[src/rtl/rename_issue_ctrl_pkg.sv]
// -----------------------------------------------------------------------------
// rename_issue_ctrl_pkg
//
// Shared definitions for the rename/issue sequencing slice: the default
// processor-wide sizes (tag width, result width, tag pool depth, number of
// functional units, architectural register count used by the rename table),
// the free-list operation encoding and a small modular-add helper used by the
// round-robin arbiter.
//
// No ports (package).
// -----------------------------------------------------------------------------
package rename_issue_ctrl_pkg;

    // Default machine sizes shared by the rename table and its controller.
    localparam int TAG_WIDTH_DEF  = 8;
    localparam int DATA_WIDTH_DEF = 128;
    localparam int NUM_TAGS_DEF   = 16;
    localparam int NUM_FU_DEF     = 4;
    localparam int NUM_ARCH_REGS  = 16;

    // What the free list does on a given edge once push/pop have been
    // qualified against the current occupancy.
    typedef enum logic [1:0] {
        FL_IDLE = 2'b00,
        FL_POP  = 2'b01,
        FL_PUSH = 2'b10,
        FL_BOTH = 2'b11
    } flOp_e;

    // (a + b) mod n for small non-negative operands with a, b < n.
    function automatic int wrapAdd(input int a, input int b, input int n);
        int s;
        s = a + b;
        if (s >= n) begin
            s = s - n;
        end
        return s;
    endfunction

endpackage

[src/rtl/rename_issue_ctrl_tag_free_list.sv]
// -----------------------------------------------------------------------------
// tag_free_list
//
// Circular FIFO holding the instruction tags that are currently free. The
// head entry is offered to dispatch; tags coming back from the broadcast bus
// are appended at the tail. A push into a full pool is dropped and latches a
// sticky overflow flag that only reset clears. Reset refills the pool with
// tags 0..NUM_TAGS-1 in order.
//
// Ports
//   clk          in   clock, all state on rising edge
//   rst          in   synchronous active-high reset
//   pop_i        in   consume the head tag (ignored when empty)
//   push_i       in   return push_tag_i to the pool
//   push_tag_i   in   tag being returned
//   head_tag_o   out  tag at the head of the pool
//   count_o      out  number of free tags
//   overflow_o   out  sticky: a push arrived while the pool was full
// -----------------------------------------------------------------------------
module tag_free_list
    import rename_issue_ctrl_pkg::*;
#(
    parameter int TAG_WIDTH = TAG_WIDTH_DEF,
    parameter int NUM_TAGS  = NUM_TAGS_DEF
) (
    input  logic                         clk,
    input  logic                         rst,
    input  logic                         pop_i,
    input  logic                         push_i,
    input  logic [TAG_WIDTH-1:0]         push_tag_i,
    output logic [TAG_WIDTH-1:0]         head_tag_o,
    output logic [$clog2(NUM_TAGS):0]    count_o,
    output logic                         overflow_o
);

    localparam int PTR_W = $clog2(NUM_TAGS);
    localparam int CNT_W = PTR_W + 1;

    logic [TAG_WIDTH-1:0] tagMem_q [NUM_TAGS];
    logic [PTR_W-1:0]     headPtr_q, headPtr_d;
    logic [PTR_W-1:0]     tailPtr_q, tailPtr_d;
    logic [CNT_W-1:0]     count_q, count_d;
    logic                 overflow_q, overflow_d;

    logic  poolFull;
    logic  poolEmpty;
    logic  pushOk;
    logic  popOk;
    flOp_e op;

    assign poolFull  = (count_q == CNT_W'(NUM_TAGS));
    assign poolEmpty = (count_q == '0);
    assign pushOk    = push_i && !poolFull;
    assign popOk     = pop_i && !poolEmpty;

    // Classify the edge so the pointer/count update below reads as a plain
    // four-way decision. A push that would overflow has already been
    // filtered out, so FL_BOTH never needs to worry about capacity.
    always_comb begin
        op = FL_IDLE;
        if (pushOk && popOk) begin
            op = FL_BOTH;
        end else if (pushOk) begin
            op = FL_PUSH;
        end else if (popOk) begin
            op = FL_POP;
        end
    end

    // Next-state for pointers, count and the sticky overflow flag. Pointers
    // wrap naturally because the pool depth is a power of two. With a
    // simultaneous push and pop both pointers move and the count stays put.
    always_comb begin
        headPtr_d  = headPtr_q;
        tailPtr_d  = tailPtr_q;
        count_d    = count_q;
        overflow_d = overflow_q | (push_i & poolFull);
        case (op)
            FL_POP: begin
                headPtr_d = headPtr_q + PTR_W'(1);
                count_d   = count_q - CNT_W'(1);
            end
            FL_PUSH: begin
                tailPtr_d = tailPtr_q + PTR_W'(1);
                count_d   = count_q + CNT_W'(1);
            end
            FL_BOTH: begin
                headPtr_d = headPtr_q + PTR_W'(1);
                tailPtr_d = tailPtr_q + PTR_W'(1);
            end
            default: begin
            end
        endcase
    end

    // State registers. Reset reloads every slot with its own index so the
    // first NUM_TAGS dispatches after reset receive tags 0,1,2,... in order;
    // afterwards a slot is only rewritten when an accepted push lands on it.
    always_ff @(posedge clk) begin
        if (rst) begin
            for (int i = 0; i < NUM_TAGS; i++) begin
                tagMem_q[i] <= TAG_WIDTH'(i);
            end
            headPtr_q  <= '0;
            tailPtr_q  <= '0;
            count_q    <= CNT_W'(NUM_TAGS);
            overflow_q <= 1'b0;
        end else begin
            if (pushOk) begin
                tagMem_q[tailPtr_q] <= push_tag_i;
            end
            headPtr_q  <= headPtr_d;
            tailPtr_q  <= tailPtr_d;
            count_q    <= count_d;
            overflow_q <= overflow_d;
        end
    end

    assign head_tag_o = tagMem_q[headPtr_q];
    assign count_o    = count_q;
    assign overflow_o = overflow_q;

endmodule

[src/rtl/rename_issue_ctrl.sv]
// -----------------------------------------------------------------------------
// rename_issue_ctrl
//
// Sequencing controller for the register rename table. It hands one tag from
// the free pool to each dispatched instruction (zero-latency allocation) and
// drives the table's write port. It also arbitrates the single result
// broadcast bus among the functional units with a round-robin pointer and
// drives a registered broadcast to the table. Every broadcast tag is returned
// to the pool at the end of the cycle in which it is broadcast.
//
// Ports
//   clk                in   clock, all state on rising edge
//   rst                in   synchronous active-high reset
//   disp_valid_i       in   decode presents an instruction for renaming
//   disp_ready_o       out  a free tag is available
//   disp_tag_o         out  tag at the free-list head
//   rt_input_enable_o  out  rename-table write enable
//   rt_instr_tag_o     out  tag written into the rename table
//   fu_req_i           in   per-FU broadcast request
//   fu_tag_i           in   per-FU result tag, FU i at [i*TAG_WIDTH +: TAG_WIDTH]
//   fu_data_i          in   per-FU result data, same packing
//   fu_grant_o         out  one-hot grant (combinational)
//   bcast_o            out  registered broadcast strobe
//   bcast_tag_o        out  registered broadcast tag
//   bcast_data_o       out  registered broadcast data
//   free_count_o       out  tags currently free
//   err_overflow_o     out  sticky: a tag was returned into a full pool
// -----------------------------------------------------------------------------
module rename_issue_ctrl
    import rename_issue_ctrl_pkg::*;
#(
    parameter int TAG_WIDTH  = TAG_WIDTH_DEF,
    parameter int DATA_WIDTH = DATA_WIDTH_DEF,
    parameter int NUM_TAGS   = NUM_TAGS_DEF,
    parameter int NUM_FU     = NUM_FU_DEF
) (
    input  logic                           clk,
    input  logic                           rst,
    input  logic                           disp_valid_i,
    output logic                           disp_ready_o,
    output logic [TAG_WIDTH-1:0]           disp_tag_o,
    output logic                           rt_input_enable_o,
    output logic [TAG_WIDTH-1:0]           rt_instr_tag_o,
    input  logic [NUM_FU-1:0]              fu_req_i,
    input  logic [NUM_FU*TAG_WIDTH-1:0]    fu_tag_i,
    input  logic [NUM_FU*DATA_WIDTH-1:0]   fu_data_i,
    output logic [NUM_FU-1:0]              fu_grant_o,
    output logic                           bcast_o,
    output logic [TAG_WIDTH-1:0]           bcast_tag_o,
    output logic [DATA_WIDTH-1:0]          bcast_data_o,
    output logic [$clog2(NUM_TAGS):0]      free_count_o,
    output logic                           err_overflow_o
);

    localparam int FU_IDX_W = (NUM_FU > 1) ? $clog2(NUM_FU) : 1;
    localparam int CNT_W    = $clog2(NUM_TAGS) + 1;

    logic [TAG_WIDTH-1:0]  headTag;
    logic [CNT_W-1:0]      freeCount;
    logic                  overflow;
    logic                  popTag;

    logic [2*NUM_FU-1:0]   reqDouble;
    logic [NUM_FU-1:0]     reqRot;
    logic                  grantValid;
    int                    grantInt;
    logic [FU_IDX_W-1:0]   grantIdx;

    logic [FU_IDX_W-1:0]   rrPtr_q, rrPtr_d;
    logic                  bcast_q, bcast_d;
    logic [TAG_WIDTH-1:0]  bcastTag_q, bcastTag_d;
    logic [DATA_WIDTH-1:0] bcastData_q, bcastData_d;

    // ------------------------------------------------------------------
    // Dispatch side. Readiness comes from the registered count only, so a
    // tag returning this very cycle cannot be handed out until next cycle.
    // While reset is held the outputs show their reset values and the table
    // write is suppressed, since any allocation in that cycle is discarded.
    // ------------------------------------------------------------------
    assign disp_ready_o      = rst ? 1'b1 : (freeCount != '0);
    assign disp_tag_o        = rst ? '0 : headTag;
    assign rt_instr_tag_o    = disp_tag_o;
    assign rt_input_enable_o = disp_valid_i & disp_ready_o & ~rst;
    assign popTag            = disp_valid_i & disp_ready_o;

    tag_free_list #(
        .TAG_WIDTH (TAG_WIDTH),
        .NUM_TAGS  (NUM_TAGS)
    ) u_free_list (
        .clk        (clk),
        .rst        (rst),
        .pop_i      (popTag),
        .push_i     (bcast_q),
        .push_tag_i (bcastTag_q),
        .head_tag_o (headTag),
        .count_o    (freeCount),
        .overflow_o (overflow)
    );

    assign free_count_o   = freeCount;
    assign err_overflow_o = overflow;

    // ------------------------------------------------------------------
    // Round-robin arbiter: rotate the request vector so the FU at the
    // round-robin pointer sits at bit 0, pick the lowest set bit, then
    // rotate the winner's index back into FU numbering. The loop runs from
    // the top down so the lowest requesting position is the last to write.
    // ------------------------------------------------------------------
    assign reqDouble = {fu_req_i, fu_req_i};
    assign reqRot    = NUM_FU'(reqDouble >> rrPtr_q);

    always_comb begin
        grantValid = 1'b0;
        grantInt   = 0;
        for (int j = NUM_FU - 1; j >= 0; j--) begin
            if (reqRot[j]) begin
                grantValid = 1'b1;
                grantInt   = wrapAdd(j, int'(rrPtr_q), NUM_FU);
            end
        end
    end

    assign grantIdx   = FU_IDX_W'(grantInt);
    assign fu_grant_o = (grantValid && !rst) ? (NUM_FU'(1) << grantIdx) : '0;

    // ------------------------------------------------------------------
    // Broadcast register next-state. A granted FU's tag and data are
    // captured for one cycle of broadcast and the pointer moves just past
    // the winner, which bounds any continuously requesting FU's wait to
    // NUM_FU-1 cycles. Without a grant the strobe drops but tag/data hold.
    // ------------------------------------------------------------------
    always_comb begin
        bcast_d     = 1'b0;
        bcastTag_d  = bcastTag_q;
        bcastData_d = bcastData_q;
        rrPtr_d     = rrPtr_q;
        if (grantValid) begin
            bcast_d     = 1'b1;
            bcastTag_d  = fu_tag_i[grantInt*TAG_WIDTH +: TAG_WIDTH];
            bcastData_d = fu_data_i[grantInt*DATA_WIDTH +: DATA_WIDTH];
            rrPtr_d     = FU_IDX_W'(wrapAdd(grantInt, 1, NUM_FU));
        end
    end

    // Broadcast and arbiter state. Reset drops any broadcast in flight, so
    // the tag it carried is never returned to the (refilled) pool.
    always_ff @(posedge clk) begin
        if (rst) begin
            bcast_q     <= 1'b0;
            bcastTag_q  <= '0;
            bcastData_q <= '0;
            rrPtr_q     <= '0;
        end else begin
            bcast_q     <= bcast_d;
            bcastTag_q  <= bcastTag_d;
            bcastData_q <= bcastData_d;
            rrPtr_q     <= rrPtr_d;
        end
    end

    assign bcast_o      = bcast_q;
    assign bcast_tag_o  = bcastTag_q;
    assign bcast_data_o = bcastData_q;

endmodule

[config.mk]
export PLATFORM = sky130hd
export DESIGN_NAME = rename_issue_ctrl
export DESIGN_NICKNAME = d
export VERILOG_FILES = /design/src/rtl/rename_issue_ctrl_pkg.sv /design/src/rtl/rename_issue_ctrl_tag_free_list.sv /design/src/rtl/rename_issue_ctrl.sv
export SDC_FILE = /design/constraint.sdc
export NUM_CORES = 1
export LEC_CHECK = 0
export CAP_MARGIN = 20
export CELL_PAD_IN_SITES_DETAIL_PLACEMENT = 0
export CELL_PAD_IN_SITES_GLOBAL_PLACEMENT = 1
export CORE_AREA = 4 4 278 280
export CTS_CLUSTER_DIAMETER = 60
export DETAILED_ROUTE_END_ITERATION = 8
export DIE_AREA = 0 0 282 284
export PLACE_DENSITY = 0.67
export SLEW_MARGIN = 20
export SYNTH_ARGS = -nofsm -noshare
export SYNTH_HDL_FRONTEND = slang
export SYNTH_SLANG_ARGS = --single-unit
[constraint.sdc]
create_clock -name clk -period 7.33 [get_ports clk]
set_input_delay 1.466 -clock clk [delete_from_list [all_inputs] [get_ports clk]]
set_output_delay 1.466 -clock clk [all_outputs]
set_load 0.02 [all_outputs]
; Word-level counts from Yosys, hierarchy flattened
; Memories as Yosys holds them, arrays and structs flattened. A register that Yosys moved wholly into a read port is not among the register bits.
; Cells that the tools add are included.
[op_classes]
mux = 31
n_eq_ne = 4
shifts = 4
n_reduce_logical = 13
n_lt_le_gt_ge = 5
bitwise = 5
addsub = 13
[ops]
columns = operator, n
row1 = 512-bit by 32-bit indexed part select with 128-bit output, 1
row2 = 32-bit 2-to-1 mux, 8
row3 = 32-bit by 2-bit adder with 32-bit output (second input constant), 1
row4 = 32-bit by 4-bit greater-or-equal comparator with 1-bit output (second input constant), 1
row5 = 32-bit by 32-bit indexed part select with 8-bit output, 1
row6 = 4-bit 2-to-1 mux, 4
row7 = 8-bit 2-to-1 mux, 2
row8 = 1-bit 2-to-1 mux, 13
row9 = 3-bit by 3-bit subtractor with 4-bit output (second input constant), 3
row10 = 5-bit one-hot mux with 2 select lines, 1
row11 = 3-bit greater-or-equal comparator (second input constant), 3
row12 = 4-bit by 1-bit adder with 4-bit output (second input constant), 2
row13 = 8-bit OR reduction, 1
row14 = 8-bit by 2-bit right shift with 4-bit output, 1
row15 = 2-bit by 2-bit adder with 3-bit output (first input constant), 2
row16 = 2-bit 2-to-1 mux, 3
row17 = 5-bit by 1-bit adder with 5-bit output (second input constant), 1
row18 = 5-bit equality test (second input constant), 1
row19 = 5-bit zero test, 1
row20 = 5-bit nonzero test, 1
row21 = 5-bit by 1-bit subtractor with 5-bit output (second input constant), 1
row22 = 2-bit equality test (second input constant), 2
row23 = 1-bit logical AND, 4
row24 = 2-bit OR reduction, 2
row25 = 11 further kinds, 15
[totals]
ramBits = 128
ff_bits = 153
mem_count = 1
input_bits = 551
wordCells = 84
output_inout_bits = 165
[mem_list]
columns = memory, words, width, read_ports, rd_ports_with_merged_regs, wr, line
row1 = u_free_list.tagMem_q, 16, 8, 1, 1, 16, rename_issue_ctrl_tag_free_list.sv:39  ; logic [TAG_WIDTH-1:0] tagMem_q [NUM_TAGS];

; Longest topological paths before layout
[logic_depth]
word_depth = 11
mapped_depth = 11
depth_no_buf = 10

; By module
; From an unflattened synthesis, not the netlist that was laid out.
[unflattened]
hier_cells = 1496
hier_area_um2 = 15656.3
[modules_own_cells]
columns = mod, seq_area_each_um2, area_each_um2, instances, cells_per_inst
row1 = rename_issue_ctrl, 2782.7, 9046.2, 1, 989
row2 = tag_free_list, 4204.0, 6610.1, 1, 507

; Worst setup path before layout
; OpenSTA, ideal clock, no wires.
[synth_path]
path_kind = input to output
startpoint = input port fu_req_i[0]
endpoint = output port fu_grant_o[3]
path_buffers = 3
stages = 10
arrival_ns = 3.418
slack_ns = 2.446
path_cell_list = clkbuf_1 -> or3b_1 -> a211o_1 -> a221oi_2 -> buf_2 -> buf_2 -> nor2_1 -> inv_1 -> ha_1 -> and2_1
[synth_between]
elab_chain_cells = 7
word_cells_on_any_way = 12
classes_between = shift: 2 / mux: 9 / reduce/logical: 1
[synth_rtl]
columns = element, line
row1 = from (decl), rename_issue_ctrl.sv:44  ; input logic [NUM_FU-1:0] fu_req_i,
row2 = 8-bit by 2-bit right shift with 4-bit output *, rename_issue_ctrl.sv:110  ; assign reqRot = NUM_FU'(reqDouble >> rrPtr_q);
row3 = 32-bit 2-to-1 mux / 1-bit 2-to-1 mux (equally long branches) (4 in a row), rename_issue_ctrl.sv:116  ; if (reqRot[j]) begin
row4 = 1-bit by 2-bit left shift with 4-bit output / 1-bit logical AND (equally long branches), rename_issue_ctrl.sv:124  ; assign fu_grant_o = (grantValid && !rst) ? (NUM_FU'(1) << grantIdx) : '0;
row5 = 4-bit 2-to-1 mux *, rename_issue_ctrl.sv:124
row6 = to (decl), rename_issue_ctrl.sv:47  ; output logic [NUM_FU-1:0] fu_grant_o,
; Mark *: on every way between the ends. The rest lies on a longest branch, timed or not.

; Worst setup path after layout
[layout_path]
startpoint = input port fu_req_i[1]
endpoint = output port fu_grant_o[2]
; The elaborated chain is that of the path after synthesis.

==> summary.log <==
[drt] antenna-violating nets left 0
[clock_network] Clock Pin Slew Worst Setup and Hold Paths 0.05 ns
[worst_setup_path] worst setup path category in2out
[clock_network] cell at the root of the clock tree sky130_fd_sc_hd__clkbuf_16
[cells_and_area] most used cells in the layout excluding fill and tap cells 715 x sky130_fd_sc_hd__clkdlybuf4s50_1, 272 x sky130_fd_sc_hd__and3_1, 155 x sky130_fd_sc_hd__dfxtp_1
[worst_setup_path] crit path DAT 4.35 ns
[clock_network] number of buffers on the longest clock path 3
[placed_design] RePlAce Congestion 0.9324
[cells_and_area] FF+latch area 6989 um^2
[synth] largest family of logic cells by synthesized area compound AO/OA/AOI/OAI gates
[cells_and_area] filler-free cell count of the finished design 3268
[sta] maximum clock frequency 171.8 MHz
[clock_network] number of H-tree levels 2
[drt] met1 wire length 35890 um
[clock_network] worst skew pair latency 0.59 ns
[placed_design] Cell Count Post-Placement 3163
[sta] transition time of the tightest slew-check pin 1.059 ns
[drt] first-pass detailed-route iteration total 7
[drt] Routed wire per std cell 28.51 um
[grt] GRT Residual Overflow 0
[synth] number of enable flip-flop cells after synthesis 128
[sta] skew final 0.01314 ns
[sta] crit path time final 5.819 ns
[cells_and_area] post-layout util 0.3506
[floorplanning] Initial Util 0.2246
[sta] unrepaired setup endpoints after global routing no
[cells_and_area] multi-input logic area 8803 um^2
[synth] total of flip-flops plus latches after synthesis 285
[drt] first-iteration detailed-routing DRC count 1481
[pwr] IR Drop Worst-Case VDD 238.6 uV
[grt] total global-route track usage 0.2208
[floorplanning] floorplan die height 284 um
[worst_setup_path] Worst EP required 5.86 ns
[floorplanning] standard-cell row count 100
[cells_and_area] number of fill cells in the layout 7485
[sta] final number of max-transition violations 0
[synth] number of distinct library cell variants in the gate-level netlist after synthesis 49
[synth] number of standard cells after synthesis 1666
[synth] proportion of synthesized area in mux cells 0.05912
[synth] area fraction in and, or, nand and nor cells after synthesis 0.2106
[cells_and_area] share of post-route cells with drive strength above 1 0.09578
[synth] register area share after synthesis 0.4179
[drt] number of vias per cell 5.306
[drt] length of routed met2 wiring 45820 um
[floorplanning] die extent in x 282 um
[worst_setup_path] Crit. End Element output pin
[drt] uppermost routed layer met5
[sta] Final Hold Viols 0
[placed_design] Area after DPL 24520 um^2
[sta] slack of the critical path 1.511 ns
[synth] synthesized netlist net count 2237
[clock_network] clock tree from TritonCTS built
[synth] yosys synthesis warning count 0
[clock_network] number of buffers created by CTS 44
[worst_setup_path] crit-path max FO 9
[worst_setup_path] startpoint kind of the worst setup timing path input port
[synth] post-synthesis share of cell area spent on full adders, half adders and majority gates 0.01542
[grt] via count of the first global-routing pass 17.63k
[drt] Residual DRC 0
[synth] combined area of all synthesized cells 16720 um^2
[cells_and_area] most common cell after layout, fill and taps aside sky130_fd_sc_hd__clkdlybuf4s50_1
[synth] average instance area after synthesis 10.04 um^2
[floorplanning] overall die area 80090 um^2
[drt] final wirelength 93170 um
[clock_network] Setup Buffers After CTS 0
[cells_and_area] P&R area growth vs syn 56.11%
[placed_design] Post-DP HPWL 67840 um
[cells_and_area] final instance area 26100 um^2
[clock_network] cells resized by post-CTS repair 0
[floorplanning] num ports 716
[grt] pin count of the biggest net entering global routing 170
[drt] routed vias 17.34k
[sta] setup TNS 0 ns
[sta] Tcrit/Tclk final 0.7939
[synth] Synth async-reset ratio 0
[floorplanning] core area 74450 um^2
[drt] Met3 Routed Length 9007 um
[worst_hold_path] Worst Hold Class reg2reg
[synth] xor/xnor share of the synthesized area 0.004715
[clock_network] clock sink total 285
[placed_design] Placement Setup Slack 1.534 ns
[grt] antenna violations before repair 42
[cells_and_area] number of nets in the finished design 2811
[status] run status finished clean
[synth] compound-gate portion of the synthesized area 0.2327
[pwr] total leakage power 0.009258 uW
[synth] Primary FF master, synth sky130_fd_sc_hd__dfxtp_1
[sta] count of endpoints failing setup in the final report 0
[clock_network] total of hold buffers inserted after clock tree synthesis 0
[placed_design] Port Buffer Count 715
[pwr] Pwr per Cell Area 335.7 nW/um^2
[sta] Max transition margin 0.2942
[run] maximum capacitance violations 0
[grt] wire length of the first global-routing pass 130300 um
==> registers in the layout, summed over array words and instances (netlist names), named ones only <==
register                count
u_free_list.headPtr_q       4
u_free_list.tagMem_q      128
u_free_list.overflow_o      1
rrPtr_q                     2
bcast_tag_o                 8
u_free_list.tailPtr_q       4
bcast_o                     1
bcast_data_o              128
u_free_list.count_o         5
==> final timing paths <==
check / start / end / slack (ns) / cells after the start
worst max-delay path: fu_req_i[1] / fu_grant_o[2] / 1.51 / 9
worst min-delay path: bcast_data_o[83]$_SDFFE_PP0N_ / bcast_data_o[83]$_SDFFE_PP0N_ / 0.45 / 2
worst max register to register: rrPtr_q[0]$_SDFFE_PP0N_ / bcast_data_o[47]$_SDFFE_PP0N_ / 3.23 / 9
worst min register to register: bcast_data_o[83]$_SDFFE_PP0N_ / bcast_data_o[83]$_SDFFE_PP0N_ / 0.45 / 2
==> per-layer routing <==
layer  vias up  track usage
met1      8599       0.2733
met4        18      0.06038
li1       7785            -
met3       129      0.06022
met5         -            0
met2       810       0.3770
==> cell type report <==
class,instances,share of cell area
Sequential cell,285,0.2678
Inverter,10,0.001438
Multi-Input combinational cell,1151,0.3373
Clock inverter,28,0.01275
Tap cell,969,0.04645
Clock buffer,54,0.04554
Timing Repair Buffer,748,0.2866
Antenna cell,23,0.002205
==> cell usage after synthesis, types with 7 or more instances <==
master,count,area [um^2]
sky130_fd_sc_hd__a221oi_2,41,615.6
sky130_fd_sc_hd__nor2_1,32,120.1
sky130_fd_sc_hd__nand2b_1,7,43.79
sky130_fd_sc_hd__a21oi_1,9,45.04
sky130_fd_sc_hd__buf_1,7,26.28
sky130_fd_sc_hd__o31ai_1,136,1021
sky130_fd_sc_hd__dfxtp_1,157,3143
sky130_fd_sc_hd__nand2_1,149,559.3
sky130_fd_sc_hd__buf_2,25,125.1
sky130_fd_sc_hd__or3_1,30,187.7
sky130_fd_sc_hd__inv_1,10,37.54
sky130_fd_sc_hd__a2111oi_0,136,1191
sky130_fd_sc_hd__clkbuf_1,160,600.6
sky130_fd_sc_hd__clkbuf_2,12,60.06
sky130_fd_sc_hd__mux4_2,41,923.4
sky130_fd_sc_hd__edfxtp_1,128,3844
sky130_fd_sc_hd__and2_1,100,625.6
sky130_fd_sc_hd__nor2b_1,10,62.56
sky130_fd_sc_hd__a221oi_1,96,840.8
sky130_fd_sc_hd__ha_1,19,237.7
sky130_fd_sc_hd__and3_1,272,1702
sky130_fd_sc_hd__or2_2,16,100.1
sky130_fd_sc_hd__buf_6,7,78.83
sky130_fd_sc_hd__buf_4,9,67.56
==> worst max-delay path, cell delays in order <==
cell and delay, ns:
sky130_fd_sc_hd__clkdlybuf4s50_1 0.70, sky130_fd_sc_hd__or3b_1 0.43, sky130_fd_sc_hd__a211o_1 0.37, sky130_fd_sc_hd__a221oi_4 0.31
sky130_fd_sc_hd__nor2_1 0.13, sky130_fd_sc_hd__inv_1 0.10, sky130_fd_sc_hd__ha_1 0.13, sky130_fd_sc_hd__and2_1 0.11
sky130_fd_sc_hd__clkdlybuf4s50_1 0.60
==> metrics by stage <==
step                      power (uW)  hold slack (ns)
final                           8763           0.4477
after global routing            9177           0.4670
after CTS                       8833           0.4517
after detailed placement        6584           0.4380
after global placement          6541           0.4334
after floorplan                 4664           0.4678
==> power by group <==
group	internal, uW	total (uW)	switching (uW)
registers	2040	2330	289
clock network	1320	2210	890
logic	1760	4220	2460
==> cells by family after synthesis <==
logic type	after synthesis
muxes	47
xor gates and xnor gates	9
AOI/OAI and AO/OA	442
and+or+nand+nor	633
buffers and inverters	230
adders and majority gates	20
DFF	285
(Power assumes the default switching activity.)
==> patch: new RTL, same settings <==
`NUM_FU_DEF`: 4 -> 2.
--- a/src/rtl/rename_issue_ctrl_pkg.sv
+++ b/src/rtl/rename_issue_ctrl_pkg.sv
@@ -16,5 +16,5 @@
     localparam int DATA_WIDTH_DEF = 128;
     localparam int NUM_TAGS_DEF   = 16;
-    localparam int NUM_FU_DEF     = 4;
+    localparam int NUM_FU_DEF     = 2;
     localparam int NUM_ARCH_REGS  = 16;
 
Ports: changed (resized fu_data_i, fu_grant_o, fu_req_i and fu_tag_i); port bits go from 716 to 440. The function was not compared with the original's and may differ.
==> patch against the original RTL <==
  * Synthesized area shrank 22%
  * Cell count fell by 18%
  * Hold slack improved by 40 ps
  * Wire length down 46%
  * Setup slack improved by 410 ps
  * Sequential cell count decreased by 1
  * Design area shrank 25%
  * Critical endpoint is now fu_grant_o[0]
Power is not compared: it rests on default switching activity, and its combinational part moved more than twofold at a synthesized area within 25%.
==> patch: results (changes against the original RTL) <==
DETAILROUTE.VIA_COUNT=11600  # was 17300
LAYOUT-DRIVE-GT1-SHARE=0.0628  # was 0.0958
DR.FIRST_ITER.DRC_COUNT=601  # was 1481
DRTPASS1ITERATIONS=5  # was 7
MAXIMUM_NET_FANOUT_ON_THE_CRITICAL_PATH=57  # was 9
GRT_MAX_DEGREE=209  # was 170
OUTCOME='finished, final reports clean'  # unchanged
ANTENNA_VIOLATIONS_BEFORE_REPAIR=7  # was 42
WIRELENGTH_MM=50.7  # was 93.2 mm
BUFFER_PORTS.INSERTED=439  # was 715
ADDER_AND_MAJORITY_GATE_PORTION_OF_THE_SYNTHESIZED_AREA=0.0112  # was 0.0154
WORSTPATHARRIVAL_PS=3940  # was 4350 ps
WORST_SKEW_PAIR_LATENCY_PS=550  # was 590 ps
CTS_BUFFERS=39  # was 44
SYNTH_COMPOUND_AREA_FRAC=0.120  # was 0.233
GR-USAGE-MET3=0.0420  # was 0.0602
LAYOUT.NETS=1979  # was 2811
GLOBALROUTEMET2UTIL=0.208  # was 0.377
CRIT_PATH_LARGEST_CELL_DELAY_PS=710
NUMBER_OF_DISTINCT_LIBRARY_CELLS_AFTER_SYNTHESIS=44  # was 49
SEQ_AREA_FRAC_SYNTH=0.535  # was 0.418
POST_SYNTH_MAIN_AREA_CONTRIBUTORS='sky130_fd_sc_hd__edfxtp_1, sky130_fd_sc_hd__dfxtp_1, sky130_fd_sc_hd__a311oi_1, sky130_fd_sc_hd__nand3_1, sky130_fd_sc_hd__and2_1'  # was sky130_fd_sc_hd__edfxtp_1, sky130_fd_sc_hd__dfxtp_1, sky130_fd_sc_hd__and3_1, sky130_fd_sc_hd__a2111oi_0, sky130_fd_sc_hd__o31ai_1
GLOBALROUTEOVERFLOWTOTAL=0  # unchanged
DETAIL_ROUTE.WIRELENGTH.MET1_MM=20.2  # was 35.9 mm
PROPORTION_OF_SYNTHESIZED_AREA_IN_MUX_CELLS=0.0529  # was 0.0591
TOPROUTINGLAYERUSED='met4'  # was met5
TRACK_USAGE=0.122  # was 0.221
FILLCELLCOUNT=7864  # was 7485
POST-DP-HPWL_MM=36.6  # was 67.8 mm
SKEW_PS=13.1  # about the same
YOSYS-TOP-CELLS-COUNT='sky130_fd_sc_hd__nor2_1, sky130_fd_sc_hd__dfxtp_1, sky130_fd_sc_hd__nand2_1'  # was sky130_fd_sc_hd__and3_1, sky130_fd_sc_hd__clkbuf_1, sky130_fd_sc_hd__dfxtp_1
MET1_GRT_UTIL=0.146  # was 0.273
DR_WL_MET2_MM=24.8  # was 45.8 mm
ROUTE.MET3.WL_MM=4.68  # was 9.01 mm
-- patch: changes by cell type after synthesis, moves of 126 or more --
| cell | delta |
|---|---|
| sky130_fd_sc_hd__nor2_1 | +126 |
| sky130_fd_sc_hd__o31ai_1 | -134 |
| sky130_fd_sc_hd__a2111oi_0 | -136 |
| sky130_fd_sc_hd__nand3_1 | +144 |
| sky130_fd_sc_hd__and3_1 | -271 |
| sky130_fd_sc_hd__a311oi_1 | +135 |
-- patch: cell type report --
class,instances,area [sq um],area share
diodes,4,10.0,0.000510
clock buffers,47,1070,0.0545
flip-flops and latches,284,6970,0.355
repair buffers,458,4550,0.232
inverters,6,22.5,0.00115
clock inverters,24,268,0.0137
multi-input cells,902,5520,0.281
well taps,969,1210,0.0618
-- patch: metrics by stage --
step | area (sq um) | instances | hold slack (ps) | worst slack (ps)
2_1_floorplan | 13000 | 1321 | 445 | 3100
3_3_place_gp | 18300 | 2618 | 457 | 1850
3_5_place_dp | 18300 | 2619 | 466 | 1860
4_1_cts | 19600 | 2690 | 482 | 1860
5_1_grt | 19600 | 2691 | 514 | 1770
6_report | 19600 | 2694 | 488 | 1920
-- patch: worst paths after layout --
check	cells past startpoint	end	slack [ps]	start
worst max-delay path	5	fu_grant_o[0]	1920	fu_req_i[0]
worst min-delay path	2	u_free_list.overflow_o	490	u_free_list.overflow_o
worst min register to register	2	u_free_list.overflow_o	490	u_free_list.overflow_o
worst max register to register	9	u_free_list.count_o[4]	3840	u_free_list.count_o[0]
-- patch: report_power, final --
part           internal (mW)  switching [mW]
clock network           1.19           0.770
logic                  0.514           0.589
registers               1.77           0.109
total                   3.48            1.47
-- patch: critical path, delay by kind of cell --
kind,cells,cell delay [ps]
buffers and inverters,2,1240
AND/OR/NAND/NOR,3,1190
